<file path="config.mk">
export PLATFORM = sky130hd
export DESIGN_NAME = serial_subtractor_4bit
export DESIGN_NICKNAME = d
export VERILOG_FILES = /design/src/rtl/sub_pkg.sv /design/src/rtl/full_subtractor.sv /design/src/rtl/serial_subtractor_4bit.sv
export SDC_FILE = /design/constraint.sdc
export NUM_CORES = 1
export LEC_CHECK = 0
export ABC_AREA = 1
export BUFFER_PORTS_ARGS = -buffer_cell sky130_fd_sc_hd__buf_2
export CAP_MARGIN = 20
export CORE_MARGIN = 3
export CORE_UTILIZATION = 35
export CTS_CLUSTER_SIZE = 20
export DETAILED_ROUTE_END_ITERATION = 6
export MAX_ROUTING_LAYER = met4
export SETUP_SLACK_MARGIN = 0.1
export SLEW_MARGIN = 20
export SYNTH_ARGS = -nofsm -noshare
export SYNTH_HDL_FRONTEND = slang
export SYNTH_SLANG_ARGS = --single-unit
</file>
<file path="constraint.sdc">
create_clock -name clk -period 1.8 [get_ports clk]
set_clock_uncertainty 0.15 [all_clocks]
set_input_delay 0.45 -clock clk [delete_from_list [all_inputs] [get_ports clk]]
set_output_delay 0.45 -clock clk [all_outputs]
set_load 0.1 [all_outputs]
</file>
<file path="src/rtl/sub_pkg.sv">
// Shared types and constants for the bit-serial subtractor.
package sub_pkg;

    localparam int unsigned DEFAULT_WIDTH = 4;

    typedef enum logic {
        ST_IDLE = 1'b0,
        ST_RUN  = 1'b1
    } state_e;

    // At least one counter bit even for the smallest legal width.
    function automatic int unsigned cnt_width(input int unsigned width);
        return (width < 2) ? 1 : $clog2(width);
    endfunction

endpackage

</file>
<file path="src/rtl/full_subtractor.sv">
// Single-bit full subtractor: diff = x - y - bin, with borrow out.
module full_subtractor (
    input  logic x,
    input  logic y,
    input  logic bin,
    output logic diff,
    output logic bout
);

    assign diff = x ^ y ^ bin;
    assign bout = (~x & y) | (~(x ^ y) & bin);

endmodule

</file>
<file path="src/rtl/serial_subtractor_4bit.sv">
// Bit-serial subtractor d = a - b - bi, LSB first, with start/busy/done handshake.
// Define SERIAL_SUB_OVF_EN to add the signed-overflow output ovf.
module serial_subtractor_4bit
    import sub_pkg::*;
#(
    parameter int unsigned WIDTH = DEFAULT_WIDTH
) (
    input  logic             clk,
    input  logic             reset,
    input  logic             start,
    input  logic [WIDTH-1:0] a,
    input  logic [WIDTH-1:0] b,
    input  logic             bi,
    output logic [WIDTH-1:0] d,
    output logic             bo,
    output logic             busy,
`ifdef SERIAL_SUB_OVF_EN
    output logic             ovf,
`endif
    output logic             done
);

    localparam int unsigned      CNT_W    = cnt_width(WIDTH);
    localparam logic [CNT_W-1:0] CNT_LAST = CNT_W'(WIDTH - 1);

    state_e             r_state;
    state_e             w_state_next;
    logic [CNT_W-1:0]   r_cnt;
    logic [WIDTH-1:0]   r_a;
    logic [WIDTH-1:0]   r_b;
    logic [WIDTH-1:0]   r_res;
    logic               r_brw;
    logic [WIDTH-1:0]   r_d;
    logic               r_bo;
    logic               r_done;
`ifdef SERIAL_SUB_OVF_EN
    logic               r_ovf;
`endif

    logic               w_diff;
    logic               w_bout;
    logic               w_last;
    logic [WIDTH-1:0]   w_res_next;

    full_subtractor u_fs (
        .x    (r_a[0]),
        .y    (r_b[0]),
        .bin  (r_brw),
        .diff (w_diff),
        .bout (w_bout)
    );

    assign w_last     = (r_cnt == CNT_LAST);
    assign w_res_next = {w_diff, r_res[WIDTH-1:1]};

    always_ff @(posedge clk or posedge reset) begin
        if (reset) begin
            r_state <= ST_IDLE;
        end else begin
            r_state <= w_state_next;
        end
    end

    always_comb begin
        w_state_next = r_state;
        case (r_state)
            ST_IDLE: if (start)  w_state_next = ST_RUN;
            ST_RUN:  if (w_last) w_state_next = ST_IDLE;
            default:             w_state_next = ST_IDLE;
        endcase
    end

    // Working shift registers are kept apart from d/bo so outputs stay frozen during RUN.
    always_ff @(posedge clk or posedge reset) begin
        if (reset) begin
            r_cnt  <= '0;
            r_a    <= '0;
            r_b    <= '0;
            r_res  <= '0;
            r_brw  <= 1'b0;
            r_d    <= '0;
            r_bo   <= 1'b0;
            r_done <= 1'b0;
`ifdef SERIAL_SUB_OVF_EN
            r_ovf  <= 1'b0;
`endif
        end else begin
            r_done <= 1'b0;
            case (r_state)
                ST_IDLE: begin
                    if (start) begin
                        r_a   <= a;
                        r_b   <= b;
                        r_brw <= bi;
                        r_cnt <= '0;
                    end
                end
                ST_RUN: begin
                    r_a   <= r_a >> 1;
                    r_b   <= r_b >> 1;
                    r_brw <= w_bout;
                    r_res <= w_res_next;
                    r_cnt <= r_cnt + CNT_W'(1);
                    if (w_last) begin
                        r_d    <= w_res_next;
                        r_bo   <= w_bout;
                        r_done <= 1'b1;
`ifdef SERIAL_SUB_OVF_EN
                        // Signed overflow: borrow into and out of the MSB differ.
                        r_ovf  <= r_brw ^ w_bout;
`endif
                    end
                end
                default: ;
            endcase
        end
    end

    assign d    = r_d;
    assign bo   = r_bo;
    assign busy = (r_state == ST_RUN);
    assign done = r_done;
`ifdef SERIAL_SUB_OVF_EN
    assign ovf  = r_ovf;
`endif

endmodule

</file>
==> summary.txt <==
Clock tree
  • Post-CTS setup buffer count: 0
  • Clock Latency Late Sink: 300 ps
  • Root Driver: clkbuf_4
  • Hold-fix buffers, CTS: 0
  • CTS HTree Levels: 1
  • TritonCTS buffer count: 3
  • CTS Sinks: 21
  • Clock-pin slew on the worst setup and hold paths: 120 ps
  • Clock Tree Buf Depth: 2
  • CTS tree: built

Cells and area
  • Syn-to-layout area delta: 18.1%
  • Filler cells: 245
  • Most frequent cells in the layout: nand2_1 (32), dfrtp_1 (20), nand3_1 (16), buf_2 (11)
  • Nets@finish: 130
  • Antenna cells: 0
  • Most common cell after layout, fill and taps aside: nand2_1
  • Final Instance Area: 0.00105 mm^2
  • Layout cells sized above 1: 24.3%
  • Non-filler cells, final: 143

Power
  • Sw Share: 50.4%
  • Worst vdd ir: 1.16 mV
  • Clock power share: 10.8%
  • Power per cell area: 2000 mW/mm^2
  • Sequential power share: 37.4%
  • Leak: 0.000559 uW
  • Logic pwr share: 51.8%
  • NetSw: 1060 uW
  • Internal power: 1040 uW

Worst setup path
  • Crit path buffers/inverters: 1
  • CP arrival: 990 ps
  • CP top delay family: flip-flops
  • FF-to-FF End: r_a[0]$_DFFE_PP0P_
  • FF-to-FF setup slack: 430 ps
  • Reg-to-Reg Start: busy$_DFF_PP0_
  • Crit path depth: 1
  • Worst path slowest cell: dfrtp_2
  • Crit path largest cell delay: 490 ps
  • CP Data Required Time: 1200 ps
  • CP cell instances: buf_12
  • Crit path to: busy
  • Critical-path maximum fanout: 9
  • WS Path Type: reg -> out
  • Crit start category: flop
  • Worst setup startpoint: busy$_DFF_PP0_
  • Crit. End Element: primary output
  • Worst R2R Path Depth: 4

Floorplan
  • Die W: 56.5 um
  • Die Area: 0.00319 mm^2
  • Site row count: 17
  • Starting density of the core: 38.4%
  • Chip Height: 56.5 um
  • Core box area: 0.00232 mm^2
  • IO Pins: 19

Timing
  • Fin crit share: 88.3%
  • Slew Viols, Final: 0
  • Setup violation total in the final timing report: 0
  • Final hold violations: 5
  • Worst hold slack: -1.77 ps
  • Fmax: 629 MHz
  • Max_slew headroom: 80.6%
  • Worst-margin pin slew: 291 ps
  • Period minus WS final: 1590 ps
  • Setup TNS: 0 ps
  • RSZ-0062 raised after global routing: no

Detailed routing
  • Routed vias/inst: 4.76
  • Routed via count: 680
  • Avg WL per Cell: 10.8 um
  • WL final: 1.54 mm
  • DRT iter0 DRCs: 19
  • Final ANT Viol Nets: 0
  • DRC: 0
  • First drt pass iteration count: 4

Synthesis
  • Synth warnings: 0
  • Post-Syn Area: 891 um^2
  • Sequential area share after synthesis: 59.0%
  • Mean Syn Cell Area: 9.38 um^2
  • #FFs+latches synth: 21
  • Yosys cell types: 13
  • Mapped Cells: 95
  • Mapped Nets: 109

Job
  • Max Cap Violations: 0

Placed design
  • Cells after DPL: 139
  • HPWL after DPL: 1.09 mm
  • # port buffers: 18
  • DP Area: 0.00101 mm^2
  • Final GP Congestion: 0.706

Global route
  • Vias in the first global route: 669
  • Initial antenna violation count: 0
  • Largest net degree at the start of global routing: 22
  • First-pass GRT wire length: 2.88 mm
  • Tot GR Track Use: 11.7%
  • Total gr overflow: 0

Min path
  • Hold crit path type: in -> async

Status
  • Violated checks: negative hold slack
  • Outcome: finished with violations
==> power by group through the flow <==
stage	clock network, uW	registers, uW	logic (uW)
after global placement	0	786	1050
after floorplan	0	1250	417
after detailed placement	0	794	1070
after global routing	257	813	1210
final	226	785	1090
after CTS	238	785	1100
==> metrics by stage <==
stage	util [%]	hold slack, ps	total power (uW)	setup WS (ps)
2_1_floorplan	-	277	1660	118
4_1_cts	45.1	1.66	2120	101
5_1_grt	45.4	8.28	2280	148
3_5_place_dp	43.5	315	1860	420
6_report	45.4	-1.77	2100	211
3_3_place_gp	43.5	306	1830	435
==> Yosys cell counts <==
| cell type | number | share of area [%] |
|---|---|---|
| buf_4 | 2 | 1.7 |
| buf_6 | 2 | 2.5 |
| dfrtp_1 | 21 | 59 |
| fa_1 | 1 | 2.2 |
| ha_1 | 1 | 1.4 |
| inv_1 | 8 | 3.4 |
| inv_2 | 1 | 0.42 |
| nand2_1 | 32 | 13 |
| nand2_2 | 1 | 0.70 |
| nand3_1 | 16 | 9.0 |
| nor2_1 | 1 | 0.42 |
| nor2_4 | 1 | 1.3 |
| o21ai_0 | 8 | 4.5 |
==> registers in the layout, summed over array words and instances (netlist names) <==
| register | count |
|---|---|
| r_cnt | 2 |
| bo | 1 |
| r_res | 3 |
| r_a | 4 |
| d | 4 |
| busy | 1 |
| r_b | 4 |
| r_brw | 1 |
| done | 1 |
==> worst min-delay path by stage <==
stage,to,slack [ps]
floorplan,bo$_DFFE_PP0P_,280
global placement,r_a[3]$_DFFE_PP0P_,310
detailed placement,r_b[3]$_DFFE_PP0P_,310
CTS,d[0]$_DFFE_PP0P_,2
global route,d[0]$_DFFE_PP0P_,8
finish,r_res[3]$_DFFE_PP0P_,-2
==> cells by family after synthesis <==
| group | synth area share (%) |
|---|---|
| compound gates | 4.49 |
| fa+ha+maj | 3.65 |
| buf+inv | 8.00 |
| flops | 59.0 |
| simple gates | 24.9 |
==> per-layer routing <==
metal  wire, um  GRT usage [%]  share of wire [%]  vias to the layer above
met5          0              -                  0                        -
met4          8           1.02               0.52                        0
met3        112           4.83                7.3                        2
met2        729           19.6                 47                       24
met1        693           13.6                 45                      313
li1           -              -                  -                      341
==> repair_timing <==
item / in CTS / in global routing
setup endpoints to repair: 4 / 3
hold endpoints to repair: 0 / 0
cloned: 0 / 0
gates resized for setup: 4 / 3
pin swaps: 0 / 0
==> area by class of cell <==
cell class / instances / area (um^2) / share of cell area, %
Clock buffer: 3 / 22.5 / 2.14
Clock inverter: 1 / 5.00 / 0.476
Inverter: 9 / 33.8 / 3.21
Multi-Input combinational cell: 61 / 294 / 27.9
Sequential cell: 21 / 527 / 50.1
Tap cell: 28 / 35.0 / 3.33
Timing Repair Buffer: 20 / 135 / 12.8
(Power assumes the default switching activity.)
